$ cat src/rtl/key_matrix_scan.sv
// 4x4 matrix keypad scanner with press/release debounce.
// Emits a single-cycle key_vld strobe with key_num = 4*row + col per debounced press.
module key_matrix_scan #(
  parameter int DEBOUNCE_CYC = 1000000,
  parameter int SCAN_CYC     = 500
) (
  input  logic       clk,
  input  logic       rst_n,
  input  logic [3:0] key_col,
  output logic [3:0] key_row,
  output logic [3:0] key_num,
  output logic       key_vld
);

  localparam int CNT_MAX = (DEBOUNCE_CYC > SCAN_CYC) ? DEBOUNCE_CYC : SCAN_CYC;
  localparam int CNT_W   = $clog2(CNT_MAX);

  localparam logic [CNT_W-1:0] DB_LAST   = CNT_W'(DEBOUNCE_CYC - 1);
  localparam logic [CNT_W-1:0] SCAN_LAST = CNT_W'(SCAN_CYC - 1);
  localparam logic [CNT_W-1:0] CNT_ONE   = CNT_W'(1);

  localparam logic [2:0] S_IDLE       = 3'd0;
  localparam logic [2:0] S_PRESS_DB   = 3'd1;
  localparam logic [2:0] S_SCAN       = 3'd2;
  localparam logic [2:0] S_REPORT     = 3'd3;
  localparam logic [2:0] S_RELEASE_DB = 3'd4;

  logic [2:0]       state;
  logic [CNT_W-1:0] cnt;
  logic [1:0]       row_idx;
  logic [3:0]       col_m;
  logic [3:0]       col_s;

  // Lowest-index low column wins when several keys share a row.
  function automatic logic [1:0] low_col(input logic [3:0] col);
    if (!col[0])      return 2'd0;
    else if (!col[1]) return 2'd1;
    else if (!col[2]) return 2'd2;
    else              return 2'd3;
  endfunction

  function automatic logic [3:0] row_drive(input logic [1:0] r);
    return ~(4'b0001 << r);
  endfunction

  // Column synchroniser; idle lines read as released.
  always_ff @(posedge clk or negedge rst_n) begin
    if (!rst_n) begin
      col_m <= 4'hF;
      col_s <= 4'hF;
    end else begin
      col_m <= key_col;
      col_s <= col_m;
    end
  end

  always_ff @(posedge clk or negedge rst_n) begin
    if (!rst_n) begin
      state   <= S_IDLE;
      cnt     <= '0;
      row_idx <= '0;
      key_row <= 4'b0000;
      key_num <= '0;
      key_vld <= 1'b0;
    end else begin
      key_vld <= 1'b0;
      case (state)
        S_IDLE: begin
          key_row <= 4'b0000;
          if (col_s != 4'hF) begin
            state <= S_PRESS_DB;
            cnt   <= '0;
          end
        end
        S_PRESS_DB: begin
          key_row <= 4'b0000;
          if (col_s == 4'hF) begin
            state <= S_IDLE;
            cnt   <= '0;
          end else if (cnt == DB_LAST) begin
            state   <= S_SCAN;
            cnt     <= '0;
            row_idx <= 2'd0;
            key_row <= row_drive(2'd0);
          end else begin
            cnt <= cnt + CNT_ONE;
          end
        end
        S_SCAN: begin
          if (cnt == SCAN_LAST) begin
            cnt <= '0;
            if (col_s != 4'hF) begin
              key_num <= {row_idx, low_col(col_s)};
              key_vld <= 1'b1;
              key_row <= 4'b0000;
              state   <= S_REPORT;
            end else if (row_idx != 2'd3) begin
              row_idx <= row_idx + 2'd1;
              key_row <= row_drive(row_idx + 2'd1);
            end else begin
              // Key let go before its row came round: drop it silently.
              key_row <= 4'b0000;
              state   <= S_IDLE;
            end
          end else begin
            cnt <= cnt + CNT_ONE;
          end
        end
        S_REPORT: begin
          key_row <= 4'b0000;
          cnt     <= '0;
          state   <= S_RELEASE_DB;
        end
        S_RELEASE_DB: begin
          key_row <= 4'b0000;
          if (col_s != 4'hF) begin
            cnt <= '0;
          end else if (cnt == DB_LAST) begin
            state <= S_IDLE;
            cnt   <= '0;
          end else begin
            cnt <= cnt + CNT_ONE;
          end
        end
        default: begin
          state   <= S_IDLE;
          cnt     <= '0;
          row_idx <= '0;
          key_row <= 4'b0000;
        end
      endcase
    end
  end

endmodule

$ cat config.mk
export PLATFORM = sky130hd
export DESIGN_NAME = key_matrix_scan
export DESIGN_NICKNAME = d
export VERILOG_FILES = /design/src/rtl/key_matrix_scan.sv
export SDC_FILE = /design/constraint.sdc
export NUM_CORES = 1
export LEC_CHECK = 0
export BUFFER_PORTS_ARGS = -buffer_cell sky130_fd_sc_hd__buf_2
export CORE_UTILIZATION = 47
export CTS_CLUSTER_SIZE = 25
export DETAILED_ROUTE_END_ITERATION = 8
export GPL_ROUTABILITY_DRIVEN = 1
export PLACE_DENSITY_LB_ADDON = 0.12
export SYNTH_ARGS = -nofsm -noshare
export SYNTH_HDL_FRONTEND = slang
export SYNTH_SLANG_ARGS = --single-unit
$ cat constraint.sdc
create_clock -name clk -period 3 [get_ports clk]
set_input_delay 0 -clock clk [delete_from_list [all_inputs] [get_ports clk]]
set_output_delay 0 -clock clk [all_outputs]
set_load 0.01 [all_outputs]
==> summary.txt <==
Floorplan
  • Die extent in y: 71.3 µm
  • Die Width: 71.3 µm
  • Top Ports: 15
  • Initial core utilization: 50.4%
  • Row count: 24
  • Core ar.: 4470 µm²
  • Die ar.: 5080 µm²

Clock network
  • CTS buffer count: 5
  • Clock slew at reported path FFs: 0.09 ns
  • Later-pin clock latency in the skew report: 0.30 ns
  • # clock sinks: 42
  • Total setup buffers inserted after CTS: 0
  • CTS max path bufs: 2
  • TritonCTS clock tree: yes
  • Clk Tree Root Cell: clkbuf_8
  • H-tree depth: 2

Synthesis
  • Synth Area in XOR/XNOR: 1.16%
  • Area share of the largest cell type after synthesis: 37.7%
  • Number of synthesized flops with an enable pin: 0
  • Synth cell types: 50
  • Dominant cell type by area after synthesis: dfrtp_1
  • Main area contributors after synthesis: dfrtp_1 38%, dfstp_2 9.3%, nand3_1 3.5%, o21ai_0 3.3%, nand4_1 3.0%
  • Synth Register Bits: 42
  • Mux cell area share after synthesis: 2.77%
  • Post-synthesis sequential area ratio: 47.0%
  • Synth Area in Adders: 2.22%
  • Top cells by instance count after synthesis: 34 x dfrtp_1, 17 x nor2_1, 16 x nand2_1, 16 x nand3_1, 15 x o21ai_0
  • Ys async rst share: 100%
  • Predominant post-synthesis flop cell: dfrtp_1
  • Complex-gate fraction of the synthesized area: 13.7%
  • Post-synth design cell area: 2260 µm²
  • Syn nets: 244
  • Synth Area in Simple Gates: 29.7%
  • Main combinational cell family by area after synthesis: simple AND/OR/NAND/NOR gates
  • Synthesized instance count: 234
  • Synthesized area per cell: 9.65 µm²
  • Count leader, synth: dfrtp_1
  • Yosys Warn Count: 0

Timing
  • Minimum hold slack: 0.328 ns
  • Final Setup Violations: 0
  • Worst-margin pin slew: 0.942 ns
  • Setup TNS: 0 ns
  • Fin. max-slew vios: 0
  • RSZ-0062 raised after global routing: no
  • Fmax: 393 MHz
  • Final period util: 84.9%
  • Post-route minimum period: 2.55 ns
  • Layout Skew: 0.00933 ns
  • Fin. Hold Viols: 0
  • Rel. slew slack: 37.2%

Layout
  • Post-Layout Cell Count: 308
  • Layout overhead on the synthesized area: 12.1%
  • Final net count: 265
  • Layout cells sized above 1: 18.8%
  • Antenna cells: 0

Drt
  • Initial drt markers: 183
  • Routed wire per std cell: 15.6 µm
  • Post-DRT Antenna Nets: 0
  • Vias: 1834
  • WL final: 4800 µm
  • DRC: 0
  • Via density: 5.95
  • DR pass1 iterations: 4

Power and ir drop
  • Clock power share: 32.8%
  • Sequential Power Share: 54.4%
  • VDD IR max: 0.419 mV
  • Pwr per Cell Area: 481 nW/µm²
  • Net Switching: 364 µW
  • Switch share: 29.9%
  • P_int: 855 µW
  • Leak: 1.07 nW
  • Pwr Total: 1.22 mW
  • Gate power share: 12.8%

Worst setup path
  • CP Launch Point: cnt[0]$_DFFE_PN0P_
  • Worst r2r path cells: 6
  • Setup crit start kind: flop
  • Critical Path AT: 2.71 ns
  • CP max-delay cell: nor2_2
  • Crit-path cells: ha_1 -> nand3_1 -> nor3_1 -> a32oi_1 -> nor2_2 -> o21ai_0
  • Reg2reg end: cnt[19]$_DFFE_PN0P_
  • Crit. End Element: flop
  • Worst r2r src: cnt[0]$_DFFE_PN0P_
  • Worst setup endpoint: cnt[19]$_DFFE_PN0P_
  • Max stage delay on crit path: 0.48 ns
  • CP Class: flop to flop
  • Worst Path Required: 3.16 ns
  • R2r setup slk: 0.45 ns
  • CP Max Fanout: 10

GRT
  • Antenna violations before repair: 0
  • First-pass GRT wire length: 8520 µm
  • Vias in the first global route: 1762
  • Grt ovf: 0
  • Gr usage total: 21.5%
  • Largest net degree at the start of global routing: 43

Placed design
  • Hpwl dp: 3340 µm
  • Routability cong.: 0.857
  • Placed insts: 295
  • IO buf count: 14

Worst hold path
  • Hold Crit Class: primary input to flop

Run status
  • Status: finished, final reports clean

Run
  • Max cap viols: 0
==> through the flow <==
step           area (µm²)  setup slack (ns)  utilization, %
6_report             2530             0.454            56.6
5_1_grt              2530             0.233            56.6
4_1_cts              2530             0.471            56.6
3_5_place_dp         2380             0.495            53.3
3_3_place_gp         2380             0.642            53.3
2_1_floorplan        2260             0.962               -
==> cell type report <==
class | instances | area (µm²)
repair buffers | 23 | 150
fillers | 400 | 1940
clock buffers | 5 | 68.8
inverters | 9 | 33.8
flip-flops and latches | 42 | 1060
multi-input cells | 174 | 1120
well taps | 52 | 65.1
clock inverters | 3 | 28.8
==> how the worst min path moves through the flow <==
stage / startpoint / endpoint / slack (ns) / cells past startpoint
after detailed placement: key_col[2] / col_m[2]$_DFF_PN1_ / 0.11 / 1
after floorplan: rst_n / cnt[0]$_DFFE_PN0P_ / -0.30 / 0
final: key_col[0] / col_m[0]$_DFF_PN1_ / 0.33 / 2
after global placement: key_col[0] / col_m[0]$_DFF_PN1_ / 0.11 / 1
after CTS: key_col[1] / col_m[1]$_DFF_PN1_ / 0.32 / 2
after global routing: key_col[2] / col_m[2]$_DFF_PN1_ / 0.32 / 2
==> kinds of logic (layout without fill, tap and decap cells) <==
logic type                 Yosys count  after routing
adders and majority gates            4              4
AOI/OAI and AO/OA                   46             46
xor gates and xnor gates             3              3
buffers and inverters               18             40
DFF                                 42             42
muxes                                6              6
and+or+nand+nor                    115            115
==> registers in the layout (all words and copies together) (netlist names) <==
signal   count
key_vld      1
key_row      4
key_num      4
col_m        4
state        3
row_idx      2
col_s        4
cnt         20
==> worst max-delay path, delay by kind of cell, from the launching register on <==
family / cells / cell delay, ns
compound gates: 2 / 0.62
fa+ha+maj: 1 / 0.25
flops: 1 / 0.42
simple gates: 3 / 1.11
==> repair_timing <==
item,4_1_cts,5_1_grt
hold buffers,5,0
hold endpoints to repair,38,0
resized for setup,0,0
==> cells in the final DEF (no fill, tap or decap), drive strengths merged, types with 3 or more instances in the layout <==
master	n
o31ai	5
nand2	16
nand4	11
or3	4
o311ai	4
dfstp	8
nand2b	6
a21oi	10
o22a	3
or4	3
o21ai	15
dlygate4sd3	5
nor2	19
mux2i	4
and4	4
buf	18
nand3	16
and3	8
dfrtp	34
ha	4
inv	11
nor4	3
clkbuf	5
nor3	14
==> power by group through the flow <==
stage | Sequential, mW | Clock [mW] | Combinational [mW]
6_report | 0.663 | 0.400 | 0.155
5_1_grt | 0.672 | 0.437 | 0.177
4_1_cts | 0.661 | 0.413 | 0.158
3_5_place_dp | 0.671 | 0 | 0.153
3_3_place_gp | 0.668 | 0 | 0.148
2_1_floorplan | 0.656 | 0 | 0.116
==> metal layers <==
layer | vias to the layer above | track usage, % | share of wire [%]
li1 | 916 | - | -
met4 | 0 | 6.89 | 0.96
met3 | 4 | 4.78 | 4.0
met2 | 44 | 31.5 | 43
met5 | - | 0 | 0
met1 | 870 | 31.7 | 52
Note: power is estimated with default switching activity, not from simulation.
